<file path="src/rtl/postfix_evaluator_pkg.sv">
// rtl/postfix_evaluator_pkg.sv - operator codes, error codes and FSM states for the postfix evaluator
package math_pkg;

    localparam int OP_ADD  = 43;
    localparam int OP_SUB  = 45;
    localparam int OP_MUL  = 42;
    localparam int OP_LPAR = 40;
    localparam int OP_RPAR = 41;

    typedef enum logic [2:0] {
        ERR_NONE      = 3'd0,
        ERR_UNDERFLOW = 3'd1,
        ERR_OVERFLOW  = 3'd2,
        ERR_BADOP     = 3'd3,
        ERR_UNBAL     = 3'd4
    } err_t;

    typedef enum logic [1:0] {
        ST_ACCEPT,
        ST_EXEC,
        ST_DRAIN,
        ST_RESULT
    } state_t;

endpackage

</file>
<file path="src/rtl/postfix_evaluator_if.sv">
// rtl/postfix_evaluator_if.sv - token input stream and result handshake of the postfix evaluator
interface postfix_evaluator_if #(
    parameter int DATA_WIDTH = 8
);
    logic                  tok_valid;
    logic                  tok_ready;
    logic                  tok_is_op;
    logic [DATA_WIDTH-1:0] tok_data;
    logic                  tok_last;
    logic                  res_valid;
    logic                  res_ready;
    logic [DATA_WIDTH-1:0] result;
    logic [2:0]            error;

    modport master (
        output tok_valid, tok_is_op, tok_data, tok_last, res_ready,
        input  tok_ready, res_valid, result, error
    );

    modport slave (
        input  tok_valid, tok_is_op, tok_data, tok_last, res_ready,
        output tok_ready, res_valid, result, error
    );
endinterface

</file>
<file path="src/rtl/postfix_evaluator_stack.sv">
// rtl/postfix_evaluator_stack.sv - register-array LIFO with depth counter and pop2/push1 update
module eval_stack #(
    parameter int  DATA_WIDTH  = 8,
    parameter int  STACK_DEPTH = 8,
    localparam int PTR_W       = $clog2(STACK_DEPTH),
    localparam int CNT_W       = $clog2(STACK_DEPTH + 1)
) (
    input  logic                  clk,
    input  logic                  rst_n,
    input  logic                  push,
    input  logic                  pop2_push1,
    input  logic                  clear,
    input  logic [DATA_WIDTH-1:0] wdata,
    output logic [DATA_WIDTH-1:0] top,
    output logic [DATA_WIDTH-1:0] next,
    output logic                  full,
    output logic                  ge2,
    output logic                  eq1,
    output logic [CNT_W-1:0]      depth
);
    // Rounded up to a power of two so every pointer value indexes a real entry.
    logic [DATA_WIDTH-1:0] mem [2**PTR_W];
    logic [CNT_W-1:0]      cnt;
    logic [PTR_W-1:0]      top_idx;
    logic [PTR_W-1:0]      next_idx;

    assign top_idx  = PTR_W'(cnt - CNT_W'(1));
    assign next_idx = PTR_W'(cnt - CNT_W'(2));

    always_ff @(posedge clk or negedge rst_n) begin
        if (!rst_n) begin
            cnt <= '0;
        end else if (clear) begin
            cnt <= '0;
        end else if (push) begin
            cnt <= cnt + CNT_W'(1);
        end else if (pop2_push1) begin
            cnt <= cnt - CNT_W'(1);
        end
    end

    always_ff @(posedge clk) begin
        if (push) begin
            mem[PTR_W'(cnt)] <= wdata;
        end else if (pop2_push1) begin
            mem[next_idx] <= wdata;
        end
    end

    assign top   = mem[top_idx];
    assign next  = mem[next_idx];
    assign full  = (cnt == CNT_W'(STACK_DEPTH));
    assign ge2   = (cnt >= CNT_W'(2));
    assign eq1   = (cnt == CNT_W'(1));
    assign depth = cnt;

endmodule

</file>
<file path="src/rtl/postfix_evaluator.sv">
// rtl/postfix_evaluator.sv - streaming postfix expression evaluator: FSM, ALU and sticky error
module postfix_evaluator
    import math_pkg::*;
#(
    parameter int DATA_WIDTH  = 8,
    parameter int STACK_DEPTH = 8
) (
    input  logic            clk,
    input  logic            rst_n,
    postfix_evaluator_if.slave bus
);
    localparam int CNT_W = $clog2(STACK_DEPTH + 1);

    state_t                state;
    err_t                  err;
    err_t                  tok_err;
    logic [DATA_WIDTH-1:0] op_q;
    logic                  last_q;
    logic                  tok_ready_q;
    logic                  res_valid_q;
    logic [DATA_WIDTH-1:0] result_q;

    logic [DATA_WIDTH-1:0] top;
    logic [DATA_WIDTH-1:0] next;
    logic [DATA_WIDTH-1:0] alu;
    logic [DATA_WIDTH-1:0] wdata;
    logic                  full;
    logic                  ge2;
    logic                  eq1;
    logic [CNT_W-1:0]      depth;
    logic                  xfer;
    logic                  op_ok;
    logic                  push;
    logic                  pop2;
    logic                  clr;

    assign xfer = bus.tok_valid && tok_ready_q;

    always_comb begin
        op_ok = 1'b0;
        case (bus.tok_data)
            DATA_WIDTH'(OP_ADD), DATA_WIDTH'(OP_SUB), DATA_WIDTH'(OP_MUL): op_ok = 1'b1;
            DATA_WIDTH'(OP_LPAR), DATA_WIDTH'(OP_RPAR):                   op_ok = 1'b0;
            default:                                                      op_ok = 1'b0;
        endcase
    end

    // Bad opcode takes priority over underflow for operator tokens.
    always_comb begin
        tok_err = ERR_NONE;
        if (!bus.tok_is_op) begin
            if (full) tok_err = ERR_OVERFLOW;
        end else if (!op_ok) begin
            tok_err = ERR_BADOP;
        end else if (!ge2) begin
            tok_err = ERR_UNDERFLOW;
        end
    end

    always_comb begin
        alu = '0;
        case (op_q)
            DATA_WIDTH'(OP_ADD): alu = next + top;
            DATA_WIDTH'(OP_SUB): alu = next - top;
            DATA_WIDTH'(OP_MUL): alu = next * top;
            default:             alu = '0;
        endcase
    end

    assign push  = (state == ST_ACCEPT) && xfer && (tok_err == ERR_NONE) && !bus.tok_is_op;
    assign pop2  = (state == ST_EXEC);
    assign clr   = (state == ST_RESULT) && bus.res_ready;
    assign wdata = pop2 ? alu : bus.tok_data;

    eval_stack #(
        .DATA_WIDTH (DATA_WIDTH),
        .STACK_DEPTH(STACK_DEPTH)
    ) u_stack (
        .clk       (clk),
        .rst_n     (rst_n),
        .push      (push),
        .pop2_push1(pop2),
        .clear     (clr),
        .wdata     (wdata),
        .top       (top),
        .next      (next),
        .full      (full),
        .ge2       (ge2),
        .eq1       (eq1),
        .depth     (depth)
    );

    always_ff @(posedge clk or negedge rst_n) begin
        if (!rst_n) begin
            state       <= ST_ACCEPT;
            err         <= ERR_NONE;
            op_q        <= '0;
            last_q      <= 1'b0;
            tok_ready_q <= 1'b0;
            res_valid_q <= 1'b0;
            result_q    <= '0;
        end else begin
            case (state)
                ST_ACCEPT: begin
                    tok_ready_q <= 1'b1;
                    if (xfer) begin
                        if (tok_err != ERR_NONE) begin
                            err <= tok_err;
                            if (bus.tok_last) begin
                                state       <= ST_RESULT;
                                tok_ready_q <= 1'b0;
                                res_valid_q <= 1'b1;
                                result_q    <= '0;
                            end else begin
                                state <= ST_DRAIN;
                            end
                        end else if (bus.tok_is_op) begin
                            op_q        <= bus.tok_data;
                            last_q      <= bus.tok_last;
                            state       <= ST_EXEC;
                            tok_ready_q <= 1'b0;
                        end else if (bus.tok_last) begin
                            state       <= ST_RESULT;
                            tok_ready_q <= 1'b0;
                            res_valid_q <= 1'b1;
                            // The pushed operand is the sole entry only if the stack was empty.
                            if (!ge2 && !eq1) begin
                                result_q <= bus.tok_data;
                            end else begin
                                err      <= ERR_UNBAL;
                                result_q <= '0;
                            end
                        end
                    end
                end
                ST_EXEC: begin
                    if (last_q) begin
                        state       <= ST_RESULT;
                        res_valid_q <= 1'b1;
                        if (depth == CNT_W'(2)) begin
                            result_q <= alu;
                        end else begin
                            err      <= ERR_UNBAL;
                            result_q <= '0;
                        end
                    end else begin
                        state       <= ST_ACCEPT;
                        tok_ready_q <= 1'b1;
                    end
                end
                ST_DRAIN: begin
                    if (xfer && bus.tok_last) begin
                        state       <= ST_RESULT;
                        tok_ready_q <= 1'b0;
                        res_valid_q <= 1'b1;
                        result_q    <= '0;
                    end
                end
                ST_RESULT: begin
                    if (bus.res_ready) begin
                        state       <= ST_ACCEPT;
                        tok_ready_q <= 1'b1;
                        res_valid_q <= 1'b0;
                        result_q    <= '0;
                        err         <= ERR_NONE;
                    end
                end
                default: state <= ST_ACCEPT;
            endcase
        end
    end

    assign bus.tok_ready = tok_ready_q;
    assign bus.res_valid = res_valid_q;
    assign bus.result    = result_q;
    assign bus.error     = err;

endmodule

</file>
<file path="src/flat_wrapper.sv">
// flat-port wrapper written by rule: the top's interface ports become plain ports
module postfix_evaluator_flat import math_pkg::*;
#(
    parameter int DATA_WIDTH  = 8,
    parameter int STACK_DEPTH = 8
)
  (clk, rst_n, bus_tok_valid, bus_tok_is_op, bus_tok_data, bus_tok_last, bus_res_ready, bus_tok_ready, bus_res_valid, bus_result, bus_error);
  postfix_evaluator_if #(.DATA_WIDTH(DATA_WIDTH)) bus_i ();
  input  logic clk;
  input  logic rst_n;
  input wire logic [$bits(bus_i.tok_valid)-1:0] bus_tok_valid;
  input wire logic [$bits(bus_i.tok_is_op)-1:0] bus_tok_is_op;
  input wire logic [$bits(bus_i.tok_data)-1:0] bus_tok_data;
  input wire logic [$bits(bus_i.tok_last)-1:0] bus_tok_last;
  input wire logic [$bits(bus_i.res_ready)-1:0] bus_res_ready;
  output wire logic [$bits(bus_i.tok_ready)-1:0] bus_tok_ready;
  output wire logic [$bits(bus_i.res_valid)-1:0] bus_res_valid;
  output wire logic [$bits(bus_i.result)-1:0] bus_result;
  output wire logic [$bits(bus_i.error)-1:0] bus_error;
  assign bus_i.tok_valid = bus_tok_valid;
  assign bus_i.tok_is_op = bus_tok_is_op;
  assign bus_i.tok_data = bus_tok_data;
  assign bus_i.tok_last = bus_tok_last;
  assign bus_i.res_ready = bus_res_ready;
  assign bus_tok_ready = bus_i.tok_ready;
  assign bus_res_valid = bus_i.res_valid;
  assign bus_result = bus_i.result;
  assign bus_error = bus_i.error;
  postfix_evaluator #(.DATA_WIDTH(DATA_WIDTH), .STACK_DEPTH(STACK_DEPTH)) u_core (.clk(clk), .rst_n(rst_n), .bus(bus_i));
endmodule
</file>
<file path="config.mk">
export PLATFORM = sky130hd
export DESIGN_NAME = postfix_evaluator_flat
export DESIGN_NICKNAME = d
export VERILOG_FILES = /design/src/rtl/postfix_evaluator_pkg.sv /design/src/rtl/postfix_evaluator_if.sv /design/src/rtl/postfix_evaluator_stack.sv /design/src/rtl/postfix_evaluator.sv /design/src/flat_wrapper.sv
export SDC_FILE = /design/constraint.sdc
export NUM_CORES = 1
export LEC_CHECK = 0
export CORE_UTILIZATION = 50
export DETAILED_ROUTE_END_ITERATION = 7
export PLACE_DENSITY = 0.68
export REMOVE_ABC_BUFFERS = 1
export SLEW_MARGIN = 10
export SYNTH_ARGS = -nofsm -noshare
export SYNTH_HDL_FRONTEND = slang
export SYNTH_SLANG_ARGS = --single-unit
</file>
<file path="constraint.sdc">
create_clock -name clk -period 10.1 [get_ports clk]
set_input_delay 2.02 -clock clk [delete_from_list [all_inputs] [get_ports clk]]
set_output_delay 2.02 -clock clk [all_outputs]
set_load 0.03 [all_outputs]
</file>
; ---- Word-level counts from Yosys, hierarchy flattened
; Memory sizes are Yosys's and may differ from the RTL's.
; Index checks and enable logic that the tools add are counted.
[totals]
wordCells = 126
output_inout_bits = 13
ram_bits = 64
in_bits = 14
memories = 1
ff_bits = 28
[classes]
magnitude_cmp = 1
eq_ne = 23
multipliers = 1
n_mux = 63
reduce_logical = 23
n_addsub = 5
n_bitwise = 1
[memory_table]
columns = name, depth, width, rd, rd_ports_with_merged_regs, write_ports, line_no
row1 = u_core.u_stack.mem, 8, 8, 2, 0, 1, postfix_evaluator_stack.sv:22  ; logic [DATA_WIDTH-1:0] mem [2**PTR_W];
[ops]
columns = operator, n
row1 = two-way mux 8 bit, 12
row2 = equality test 8 x 6 -> 1 bit (second input constant), 6
row3 = two-way mux 3 bit, 11
row4 = one-hot mux 8 bit (4 select lines), 1
row5 = one-hot mux 8 bit (3 select lines), 1
row6 = two-way mux 1 bit, 23
row7 = two-way mux 2 bit, 8
row8 = two-way mux 4 bit, 3
row9 = != test 3 bit (second input constant), 3
row10 = one-hot mux 3 bit (3 select lines), 1
row11 = nonzero test 3 bit, 3
row12 = adder 8 bit, 1
row13 = multiplier 8 x 8 -> 8 bit, 1
row14 = != test 2 bit (second input constant), 4
row15 = one-hot mux 1 bit (4 select lines), 2
row16 = one-hot mux 2 bit (4 select lines), 1
row17 = AND reduction 4 bit, 2
row18 = AND reduction 8 bit, 1
row19 = OR reduction 8 bit, 1
row20 = subtractor 8 bit, 1
row21 = logical AND 1 bit, 7
row22 = != test 2 x 1 -> 1 bit (second input constant), 3
row23 = AND reduction 6 bit, 1
row24 = AND reduction 5 bit, 1
row25 = 16 further kinds, 19

; ---- Depth between registers and ports, before layout
[depth]
word_depth = 12
depth_mapped = 26
depth_no_buf = 22

; ---- Cells and area by module
; Synthesis repeated with hierarchy kept, for this count alone.
[unflattened]
cells_unflattened = 511
hier_area_um2 = 6159.7
[modules_own_cells]
columns = module, seq_area_each_um2, area_per_inst_um2, cells_each, instances
row1 = eval_stack, 2021.9, 3349.5, 177, 1
row2 = postfix_evaluator, 600.6, 2810.2, 334, 1

; ---- Worst setup path before layout
; No wires, ideal clock.
[synth_timing]
path_kind = reg2reg
start = reg u_core.u_stack.cnt[0] (netlist: u_core.u_stack.depth[0])
end = mem u_core.u_stack.mem[0][7], data pin
setup_slack_ns = 4.234
arrival_ns = 5.596
required_ns = 9.830
synth_period_minus_slack_ns = 5.866
path_stages_with_launch = 26
n_path_buf = 4
setup_ns = 0.270
path_cell_list = dfrtp_1 buf_6 buf_8 buf_2 inv_1 ha_1 buf_6 mux4_1 mux2i_2 inv_1 nand2_1 fa_1 inv_1 ha_1 fa_1 inv_1 fa_1 inv_1 ha_1 a21oi_1 xnor2_1 xnor2_1 xnor2_1 a32o_2 nor2_1 nor2_1
[synth_between]
elab_chain_cells = 6
word_cells_on_any_way = 9
classes_between = 4 x add/sub / 1 x mul / 3 x mux / 1 x memory
[synth_rtl]
columns = item, line_no
row1 = start: declaration, postfix_evaluator_stack.sv:23  ; logic [CNT_W-1:0] cnt;
row2 = start signal: assignment, postfix_evaluator_stack.sv:36  ; cnt <= cnt + CNT_W'(1);
row3 = start signal: assignment, postfix_evaluator_stack.sv:38  ; cnt <= cnt - CNT_W'(1);
row4 = subtractor 4 x 1 -> 4 bit / subtractor 3 x 2 -> 3 bit (equally long branches), "postfix_evaluator_stack.sv:27, postfix_evaluator_stack.sv:28"
row5 = memory read (8 x 8 bit) *, --
row6 = "multiplier 8 x 8 -> 8 bit, or another cell as far along", postfix_evaluator.sv:65  ; DATA_WIDTH'(OP_MUL): alu = next * top;
row7 = one-hot mux 8 bit (3 select lines) *, postfix_evaluator.sv:62  ; case (op_q)
row8 = two-way mux 8 bit *, postfix_evaluator.sv:73  ; assign wdata = pop2 ? alu : bus.tok_data;
row9 = named net u_core.u_stack.wdata[7], postfix_evaluator_stack.sv:13  ; input logic [DATA_WIDTH-1:0] wdata,
row10 = two-way mux 8 bit (no source line) *, --
row11 = end: declaration, postfix_evaluator_stack.sv:22
; The timed path passes the listed nets; every way through them passes the cells marked *.

; ---- Worst setup path after layout
[layout_timing]
start = reg u_core.u_stack.cnt[0] (netlist: u_core.u_stack.depth[0])
end = mem u_core.u_stack.mem[5][7], data pin
; The elaborated chain is that of the path after synthesis.

==> results.cfg <==
[synth]
synth_edf_count = 64
ys_warn_count = 0
async_reset_ff_share_pct = 30.4
syn_inst = 511
avgSynthCellArea_um2 = 12.0
synthTopCellsByCount = 64 x edfxtp_1, 49 x inv_1, 46 x nor2_1, 44 x nand2_1, 38 x ha_1
ys_top_cells_by_area = edfxtp_1 31%, dfrtp_1 11%, mux4_2 8.8%
synth_area_um2 = 6130
ys_seq_elements = 92
dominantRegCellSynth = edfxtp_1
yosys.area.top_type_share_pct = 31.3
synth_top_area_cell = edfxtp_1
ys_seq_area_share_pct = 42.7
yosysMostFrequentCell = edfxtp_1
synth_cell_type_count = 61

[sta]
slew_headroom_pct = 30.6
setup_violations = 0
period_share_pct = 68.7
tightest_slew_ns = 1.04
rsz0062_at_grt = false
finalClockSkew_ns = 0.00862
period_needed_ns = 6.94
hold_violations = 0
slew_violations = 0
max_freq_mhz = 144
setup-tns-final_ns = 0

[place]
gp_congestion = 0.848
io_buffers = 26
hpwl_mm = 10.0

[floorplanning]
die_h_um = 113
dieArea_um2 = 12700
die_w_um = 113
ioPinCount = 27
start_util_pct = 51.3
core-area_um2 = 12000
rows = 40

[drt]
wire_per_inst_um = 19.8
ant_nets = 0
postRouteWirelength_mm = 13.6
dr.pass1.iters = 5
num_vias = 4103
vias_per_cell = 5.96
drc = 0
drtIter0Drc = 315

[setup_path]
r2r_slack_ns = 3.16
path_buf_inv = 6
cp_cell_sequence = buf_4 -> inv_1 -> ha_1 -> mux4_1 -> mux2i_2 -> inv_1 -> nand2_1 -> fa_1 -> inv_1 -> ha_1 -> fa_1 -> inv_1 -> fa_1 -> inv_1 -> ha_1 -> a21oi_1 -> xnor2_1 -> xnor2_1 -> xnor2_1 -> a32o_2 -> nor2_1 -> nor2_1
cp_slowest_cell = ha_1
max_stage_delay_ns = 0.91
critPathCaptureType = register
cp-start-kind = register
cpMostUsedCell = inv_1
crit_fanout = 39
critical_path_class = reg2reg
arrival_ns = 7.04
crit_family = adder cells
cp.required_ns = 10.19

[clock_network]
clockRootBuffer = clkbuf_16
cts_buffers = 9
cts.sinks = 92
clk_pin_slew_ns = 0.07
postCtsHoldBufs = 0
cts_setup_buffers = 0
cts_resized = 0
cts_tree = yes
cts.path.max_buffers = 2
htree_num_levels = 3
insertion_delay_ns = 0.34

[grt]
grt_pass1_wl_mm = 21.7
track_usage_pct = 22.9
first_global_vias = 4134
grt-ovfl-total = 0
antenna_found_initial = 0
grt_max_degree = 40

[min_path]
min_path_type = reg2reg

[layout]
finalNetCount = 601
n_fill_cell = 986
multi_input_area_um2 = 3220
diodes = 0
seq_area_um2 = 2620
drive_gt1_share_pct = 13.3
syn_to_final_growth_pct = 11.0

[run]
max_cap_viol_count = 0

[status]
status = completed
-- cell type report --
type                            instances  area share (%)
Clock inverter                          7            1.10
Clock buffer                            9            3.31
Timing Repair Buffer                   31            4.37
Sequential cell                        92            38.5
Tap cell                              147            2.70
Multi-Input combinational cell        353            47.3
Inverter                               49            2.70
-- worst paths after layout --
kind,from,end,cells past startpoint
max in group asynchronous,rst_n,u_core.bus.result[7],2
setup reg to reg,u_core.u_stack.depth[0],u_core.u_stack.mem[5][7],22
hold / removal,u_core.op_q[3],u_core.op_q[3],1
min in group asynchronous,rst_n,u_core.u_stack.depth[1],1
hold reg to reg,u_core.op_q[3],u_core.op_q[3],1
setup / recovery,u_core.u_stack.depth[0],u_core.u_stack.mem[5][7],22
-- cell families after synthesis --
kind of cell | after synthesis | synth area share, %
AOI/OAI and AO/OA | 84 | 8.83
xor gates and xnor gates | 29 | 4.67
adders and majority gates | 51 | 12.0
buffers and inverters | 66 | 4.77
DFF | 92 | 42.7
muxes | 58 | 16.9
and+or+nand+nor | 131 | 10.1
-- flip-flops by register name, indices dropped and copies added (netlist names) --
signal,count
u_core.bus.tok_ready,1
u_core.u_stack.mem,64
u_core.state,2
u_core.u_stack.depth,4
u_core.bus.result,8
u_core.last_q,1
u_core.bus.error,3
u_core.op_q,8
u_core.bus.res_valid,1
-- per-stage QoR --
step	cells	cell area, µm²	utilization (%)	worst slack (ns)	hold slack (ns)
after floorplan	494	6030	-	3.31	0.435
after global placement	672	6510	54.4	3.36	0.449
after detailed placement	672	6510	54.4	3.16	0.452
after CTS	688	6810	56.9	3.08	0.473
after global routing	688	6810	56.9	2.70	0.479
final	688	6810	56.9	3.16	0.470
-- cells in the final DEF (no fill, tap or decap), types with 4 or more instances in the layout --
cell type,count
edfxtp_1,64
inv_1,49
nor2_1,46
nand2_1,44
ha_1,38
o21ai_0,30
dfrtp_1,27
clkdlybuf4s50_1,26
mux4_2,24
xnor2_1,20
a21oi_1,16
mux2_2,13
fa_1,13
mux2i_1,10
clkbuf_16,9
nor2b_1,7
xor2_1,7
a21o_1,7
nand2b_1,7
a22oi_1,7
mux4_1,7
a31oi_1,5
buf_4,5
nand3_1,4
-- metal layers --
metal | routed length, µm | track usage, %
met5 | 0 | 0
met4 | 227 | 7.02
met2 | 6970 | 39.6
met3 | 616 | 3.21
met1 | 5830 | 30.0
Power is left out: the tool's default activity adds up to more than one toggle a clock period on the data nets, which glitch-free logic cannot reach.
